`src/rtl/oam_dma_if.sv`:
```
// CPU-bus / DMA-bus bundle between the sprite DMA sequencer and the rest of the system.
// The master modport is the DMA block; the slave modport is the CPU/PPU side.
interface oam_dma_if;
  logic [15:0] bus_addr;
  logic [7:0]  bus_din;
  logic        bus_wr;
  logic        odd_or_even;
  logic [7:0]  mem_rdata;
  logic        dma_hijack;
  logic [15:0] dma_addr;
  logic        dma_wr;
  logic [7:0]  dma_dout;
  logic        dma_done;

  modport master (
    input  bus_addr, bus_din, bus_wr, odd_or_even, mem_rdata,
    output dma_hijack, dma_addr, dma_wr, dma_dout, dma_done
  );

  modport slave (
    output bus_addr, bus_din, bus_wr, odd_or_even, mem_rdata,
    input  dma_hijack, dma_addr, dma_wr, dma_dout, dma_done
  );
endinterface

```
`src/rtl/oam_dma.sv`:
```
// Sprite-memory DMA sequencer: a write to $4014 halts the CPU and copies one
// 256-byte page into OAM through $2004, one read/write pair per byte.
module oam_dma #(
  parameter logic [15:0] DMA_REG_ADDR  = 16'h4014,
  parameter logic [15:0] OAM_DATA_ADDR = 16'h2004
) (
  input  logic       cpu_clk,
  input  logic       reset_n,
  oam_dma_if.master  bus
);

  typedef enum logic [2:0] {
    ST_IDLE  = 3'd0,
    ST_HALT  = 3'd1,
    ST_ALIGN = 3'd2,
    ST_READ  = 3'd3,
    ST_WRITE = 3'd4,
    ST_DONE  = 3'd5
  } state_t;

  state_t      state_r, state_s;
  logic [7:0]  page_r, page_s;
  logic [7:0]  idx_r, idx_s;
  logic [7:0]  data_q_r, data_q_s;
  logic        trigger_s;

  logic        hijack_r, hijack_s;
  logic        wr_r, wr_s;
  logic        done_r, done_s;
  logic [15:0] addr_r, addr_s;
  logic [7:0]  dout_r, dout_s;

  // Next-state and datapath update; triggers only count in IDLE/DONE so page stays frozen while hijacking.
  always_comb begin
    state_s   = state_r;
    page_s    = page_r;
    idx_s     = idx_r;
    data_q_s  = data_q_r;
    trigger_s = bus.bus_wr && (bus.bus_addr == DMA_REG_ADDR);
    case (state_r)
      ST_IDLE, ST_DONE: begin
        if (trigger_s) begin
          page_s  = bus.bus_din;
          idx_s   = 8'd0;
          state_s = ST_HALT;
        end else begin
          state_s = ST_IDLE;
        end
      end
      ST_HALT: begin
        if (bus.odd_or_even) begin
          state_s = ST_ALIGN;
        end else begin
          state_s = ST_READ;
        end
      end
      ST_ALIGN: state_s = ST_READ;
      ST_READ: begin
        data_q_s = bus.mem_rdata;
        state_s  = ST_WRITE;
      end
      ST_WRITE: begin
        idx_s = idx_r + 8'd1;
        if (idx_r == 8'hFF) begin
          state_s = ST_DONE;
        end else begin
          state_s = ST_READ;
        end
      end
      default: state_s = ST_IDLE;
    endcase
  end

  // Outputs decoded from the next state so they can be registered without adding latency.
  always_comb begin
    hijack_s = 1'b0;
    wr_s     = 1'b0;
    done_s   = 1'b0;
    addr_s   = 16'h0000;
    dout_s   = 8'h00;
    case (state_s)
      ST_HALT, ST_ALIGN: hijack_s = 1'b1;
      ST_READ: begin
        hijack_s = 1'b1;
        addr_s   = {page_s, idx_s};
      end
      ST_WRITE: begin
        hijack_s = 1'b1;
        wr_s     = 1'b1;
        addr_s   = OAM_DATA_ADDR;
        dout_s   = data_q_s;
      end
      ST_DONE: done_s = 1'b1;
      default: hijack_s = 1'b0;
    endcase
  end

  // State, datapath and output registers; async reset releases the bus without a clock.
  always_ff @(posedge cpu_clk or negedge reset_n) begin
    if (!reset_n) begin
      state_r  <= ST_IDLE;
      page_r   <= 8'd0;
      idx_r    <= 8'd0;
      data_q_r <= 8'd0;
      hijack_r <= 1'b0;
      wr_r     <= 1'b0;
      done_r   <= 1'b0;
      addr_r   <= 16'h0000;
      dout_r   <= 8'h00;
    end else begin
      state_r  <= state_s;
      page_r   <= page_s;
      idx_r    <= idx_s;
      data_q_r <= data_q_s;
      hijack_r <= hijack_s;
      wr_r     <= wr_s;
      done_r   <= done_s;
      addr_r   <= addr_s;
      dout_r   <= dout_s;
    end
  end

  assign bus.dma_hijack = hijack_r;
  assign bus.dma_wr     = wr_r;
  assign bus.dma_done   = done_r;
  assign bus.dma_addr   = addr_r;
  assign bus.dma_dout   = dout_r;

endmodule

```
`src/flat_wrapper.sv`:
```
// flat-port wrapper written by rule: the top's interface ports become plain ports
module oam_dma_flat 
#(
  parameter logic [15:0] DMA_REG_ADDR  = 16'h4014,
  parameter logic [15:0] OAM_DATA_ADDR = 16'h2004
)
  (cpu_clk, reset_n, bus_bus_addr, bus_bus_din, bus_bus_wr, bus_odd_or_even, bus_mem_rdata, bus_dma_hijack, bus_dma_addr, bus_dma_wr, bus_dma_dout, bus_dma_done);
  oam_dma_if bus_i ();
  input  logic cpu_clk;
  input  logic reset_n;
  input wire logic [$bits(bus_i.bus_addr)-1:0] bus_bus_addr;
  input wire logic [$bits(bus_i.bus_din)-1:0] bus_bus_din;
  input wire logic [$bits(bus_i.bus_wr)-1:0] bus_bus_wr;
  input wire logic [$bits(bus_i.odd_or_even)-1:0] bus_odd_or_even;
  input wire logic [$bits(bus_i.mem_rdata)-1:0] bus_mem_rdata;
  output wire logic [$bits(bus_i.dma_hijack)-1:0] bus_dma_hijack;
  output wire logic [$bits(bus_i.dma_addr)-1:0] bus_dma_addr;
  output wire logic [$bits(bus_i.dma_wr)-1:0] bus_dma_wr;
  output wire logic [$bits(bus_i.dma_dout)-1:0] bus_dma_dout;
  output wire logic [$bits(bus_i.dma_done)-1:0] bus_dma_done;
  assign bus_i.bus_addr = bus_bus_addr;
  assign bus_i.bus_din = bus_bus_din;
  assign bus_i.bus_wr = bus_bus_wr;
  assign bus_i.odd_or_even = bus_odd_or_even;
  assign bus_i.mem_rdata = bus_mem_rdata;
  assign bus_dma_hijack = bus_i.dma_hijack;
  assign bus_dma_addr = bus_i.dma_addr;
  assign bus_dma_wr = bus_i.dma_wr;
  assign bus_dma_dout = bus_i.dma_dout;
  assign bus_dma_done = bus_i.dma_done;
  oam_dma #(.DMA_REG_ADDR(DMA_REG_ADDR), .OAM_DATA_ADDR(OAM_DATA_ADDR)) u_core (.cpu_clk(cpu_clk), .reset_n(reset_n), .bus(bus_i));
endmodule
```
`config.mk`:
```
export PLATFORM = sky130hd
export DESIGN_NAME = oam_dma_flat
export DESIGN_NICKNAME = d
export VERILOG_FILES = /design/src/rtl/oam_dma_if.sv /design/src/rtl/oam_dma.sv /design/src/flat_wrapper.sv
export SDC_FILE = /design/constraint.sdc
export NUM_CORES = 1
export LEC_CHECK = 0
export ABC_AREA = 0
export CAP_MARGIN = 10
export CORE_UTILIZATION = 40
export CTS_CLUSTER_DIAMETER = 100
export CTS_CLUSTER_SIZE = 30
export DETAILED_ROUTE_END_ITERATION = 12
export PLACE_DENSITY = 0.82
export SLEW_MARGIN = 5
export SYNTH_ARGS = -nofsm -noshare
export SYNTH_HDL_FRONTEND = slang
export SYNTH_SLANG_ARGS = --single-unit
```
`constraint.sdc`:
```
create_clock -name cpu_clk -period 1.9 [get_ports cpu_clk]
set_input_delay 0.285 -clock cpu_clk [delete_from_list [all_inputs] [get_ports cpu_clk]]
set_output_delay 0.285 -clock cpu_clk [all_outputs]
set_load 0.01 [all_outputs]
```
After elaboration in Yosys (flattened, before gate mapping). Index checks and enable logic that the tools add are counted.

$add $sub $neg: 1. Equal/unequal tests: 12. Reductions and logical operators: 4. Muxes and demuxes: 14.

Operator list (number): $mux 8 (5); $pmux 16 s2 (1); $eq 16x15->1 const B (1); $pmux 8 s2 (1); $pmux 3 s5 (1); $eq 3x2->1 const B (4); $eq 3x3->1 const B (4); $add 8x1->8 const B (1); $eq 8x8->1 const B (1); $eq 3x1->1 const B (2); $mux 1 (5); $reduce_or 4->1 (1); $logic_not 3->1 (1); $mux 3 (1); $reduce_or 2->1 (1); $logic_and 1x1->1 (1).

Register bits: 54. Bits of input ports: 36. Output and inout bits: 27. Logic and storage cells: 40.

Depth between registers and ports, before layout.
Depth in word-level cells: 7. Mapped depth: 7. Depth with buffers taken out: 5.

Least setup slack after synthesis. OpenSTA, ideal clock, no wires.

Kind: input to register. Start: in bus_bus_addr[3]. End: reg u_core.page_r[3]. Path slack: 0.094 ns. Buffers on the path: 2. Arrival: 1.679 ns. Required time: 1.773 ns. Cell stages on the path: 6. Setup time: 0.127 ns. Path through: or4b_1 -> nor3_1 -> and2_1 -> buf_2 -> buf_4 -> mux2_1.

Word-level cells in the longest chain between the ends: 4.

RTL lines: from (decl) (RTL line flat_wrapper.sv:11) `input wire logic [$bits(bus_i.bus_addr)-1:0] bus_bus_addr;`; $eq 16x15->1 (RTL line oam_dma.sv:39) `trigger_s = bus.bus_wr && (bus.bus_addr == DMA_REG_ADDR);`; $logic_and 1x1->1 (RTL line oam_dma.sv:39); $mux 8 (RTL line oam_dma.sv:42) `if (trigger_s) begin`; $mux 8 (RTL line oam_dma.sv:40) `case (state_r)`; via u_core.page_s[3] (RTL line oam_dma.sv:22) `logic [7:0] page_r, page_s;`; to (signal assigned) (RTL line oam_dma.sv:112) `page_r <= page_s;`; to (decl) (RTL line oam_dma.sv:22).

The timed path passes the listed nets, and every way through them passes these cells.

Worst setup path in the final report.
Start: in bus_bus_addr[3]. End: reg u_core.page_r[6].

Same word-level chain as after synthesis.

==> flow_summary_export.csv <==
group,metric,value,unit
routing,vias,1563,
clock_tree,clockBufferDepth,2,
sta,rsz0062_at_grt,"false",
global_route,grt_pass1_vias,1592,
routing,drcViolationCount,0,
power,p_seq_frac,0.394,
sta,hold_viol_final,0,
clock_tree,cts_setup_buffers,0,
power,peakVddDrop,603,uV
clock_tree,cts_max_level,2,
routing,wirelength,4.37,mm
run_status,status,"finished clean",
yosys,ys_ff_latch,46,
clock_tree,numCtsBuffers,5,
global_route,grt-ovfl-total,0,
clock_tree,worstSkewPairLatency,0.30,ns
routing,dr.pass1.iters,4,
yosys,synthCells,166,
floorplanning,die_area,0.00512,mm2
finish,final_util,0.630,
place,place_hpwl,3.18,mm
power,p_sw_frac,0.343,
floorplanning,start_util,0.430,
power,switchingPower,0.00116,W
yosys,syn_avg_cell_area,11.7,um2
clock_tree,cts_tree,"done",
yosys,synth_area,0.00194,mm2
yosys,async_flop_share,1.00,
finish,final_nets,279,
yosys,yosysWarnings,0,
worst_setup_path,start_kind,"primary input",
finish,n_antenna_cell,0,
sta,fin_crit_sh,0.970,
power,p_comb_frac,0.430,
global_route,track_usage,0.182,
yosys,seq_area_frac_synth,0.594,
sta,max_freq,542,MHz
global_route,grt_max_degree,21,
floorplanning,rows,24,
place,port_buffers,62,
worst_setup_path,r2r_setup_slack,0.09,ns
routing,wire_per_inst,14.8,um
run,max_cap_violations,0,
floorplanning,core_area,0.00450,mm2
worst_setup_path,arrival,2.01,ns
yosys,synth.distinct_cells,46,
finish,drive_above_1_share,0.148,
finish,synthToLayoutAreaGrowth,46.6,%
routing,drt_iter0_markers,97,
worst_setup_path,required,2.07,ns
hold_path,min_path_type,"in -> async",
clock_tree,clkTransAtPathRegs,0.08,ns
global_route,grt_pass1_wl,7.09,mm
sta,slew-limit-headroom,0.596,
worst_setup_path,endpoint_kind,"flip-flop",
floorplanning,ios,63,
place,dp_cells,286,
power,power_density,1190,mW/mm2
sta,fin_skew,0.00906,ns
power,internal-power,0.00223,W
power,p_leak,1.28,nW
sta,hold_ws,0.397,ns
sta,finalSetupViolCount,0,
sta,finalCriticalPeriod,1.84,ns
clock_tree,clock_sinks,46,
yosys,synth_edf_count,0,
power,clockPowerShare,0.176,
floorplanning,die_x,71.6,um
sta,tightest_slew,0.602,ns
yosys,synthFlopType,"dfrtp_1",
routing,vias_per_cell,5.30,
place,gp_congestion,0.866,
clock_tree,root_buffer,"clkbuf_8",
sta,slew_violations,0,
global_route,antenna_found_initial,0,
yosys,synth_fp_nets,203,
routing,final_antenna_net_count,0,
floorplanning,dieHeight,71.6,um
worst_setup_path,critPathKind,"in -> reg",
worst_setup_path,cp_max_fo,8,
finish,final_common_cell,"clkdlybuf4s50_1",
finish,final_cell_mix,"clkdlybuf4s50_1, dfrtp_1, buf_4, nor2_1, nand2_1",
finish,instances_no_fill,295,
## worst max-delay path, cell delays in order
cell and delay, ns:
clkdlybuf4s50_1 0.40, or4b_4 0.55, nor3_4 0.14, and2_4 0.18, buf_12 0.12, mux2_1 0.33
## registers in the layout, summed over array words and instances, names as in the netlist
register and count:
u_core.bus.dma_wr 1, u_core.bus.dma_hijack 1, u_core.idx_r 8, u_core.bus.dma_addr 16
u_core.bus.dma_dout 8, u_core.page_r 8, u_core.state_r 3, u_core.bus.dma_done 1
## cell type report
type	count	area, um2
fillers	360	1670
inverters	4	15.0
clock buffers	7	86.3
multi-input cells	105	738
well taps	52	65.1
flip-flops and latches	46	1150
clock inverters	1	5.00
repair buffers	80	778
## cells by family (layout without fill, tap and decap cells)
logic type	Yosys count	after routing	share of synthesized area
flip-flops	46	46	0.594
adder cells (fa/ha/maj)	1	1	0.00646
buffers and inverters	15	92	0.0400
XOR/XNOR	3	3	0.0136
AND/OR/NAND/NOR	60	60	0.176
multiplexers	8	8	0.0465
AO/OA/AOI/OAI	33	33	0.123
## per-layer routing
layer  vias up  part of all wire  track usage
met5         -                 0            0
met4         0            0.0092       0.0654
met3         5             0.058       0.0366
met2        62              0.50        0.322
met1       749              0.44        0.222
li1        747                 -            -
## power groups by stage
stage	Sequential [W]	Combinational (W)	Clock, W
floorplan	0.00137	0.000701	0
global placement	0.00135	0.00139	0
detailed placement	0.00135	0.00143	0
CTS	0.00133	0.00144	0.000613
global route	0.00136	0.00158	0.000663
finish	0.00134	0.00146	0.000598
## worst paths after layout
check | start | to | cells past startpoint
setup / recovery | bus_bus_addr[3] | u_core.page_r[6] | 6
hold / removal | reset_n | u_core.bus.dma_addr[4] | 2
setup reg to reg | u_core.state_r[0] | u_core.bus.dma_addr[5] | 4
hold reg to reg | u_core.page_r[4] | u_core.page_r[4] | 1
max in group asynchronous | reset_n | u_core.idx_r[0] | 3
min in group cpu_clk | u_core.page_r[4] | u_core.page_r[4] | 1
## stage by stage
step / total power (W) / instance area (um2) / setup slack [ns] / setup TNS (ns)
after global routing: 0.00361 / 2840 / 0.0303 / 0
after CTS: 0.00338 / 2820 / 0.0474 / 0
after detailed placement: 0.00278 / 2710 / -0.356 / -4.66
after floorplan: 0.00207 / 1940 / 0.0938 / 0
after global placement: 0.00274 / 2710 / -0.287 / -3.56
final: 0.00339 / 2840 / 0.0566 / 0
## Yosys cell counts, types with 2 or more instances
library cell / instances / area, um2
nand3_1: 7 / 35.0
mux2_1: 8 / 90.1
nor3_1: 4 / 20.0
and2_1: 9 / 56.3
o21ai_1: 5 / 25.0
clkbuf_1: 3 / 11.3
nor4b_1: 2 / 17.5
dfrtp_1: 46 / 1150
a21oi_1: 6 / 30.0
a32oi_1: 8 / 70.1
nand2_1: 9 / 33.8
o21ai_0: 2 / 10.0
buf_2: 5 / 25.0
buf_4: 2 / 15.0
inv_1: 3 / 11.3
xnor2_1: 2 / 17.5
or3_1: 4 / 25.0
nor4_1: 3 / 18.8
nor2_1: 11 / 41.3
## timing repair
action                                 in CTS  in global routing
pin swaps                                   0                  0
setup endpoints to repair                   8                  7
endpoints found under the hold margin      12                  0
hold buffers                                1                  0
resized for setup                           2                  4
No activity file was read; power rests on OpenSTA's default activity.
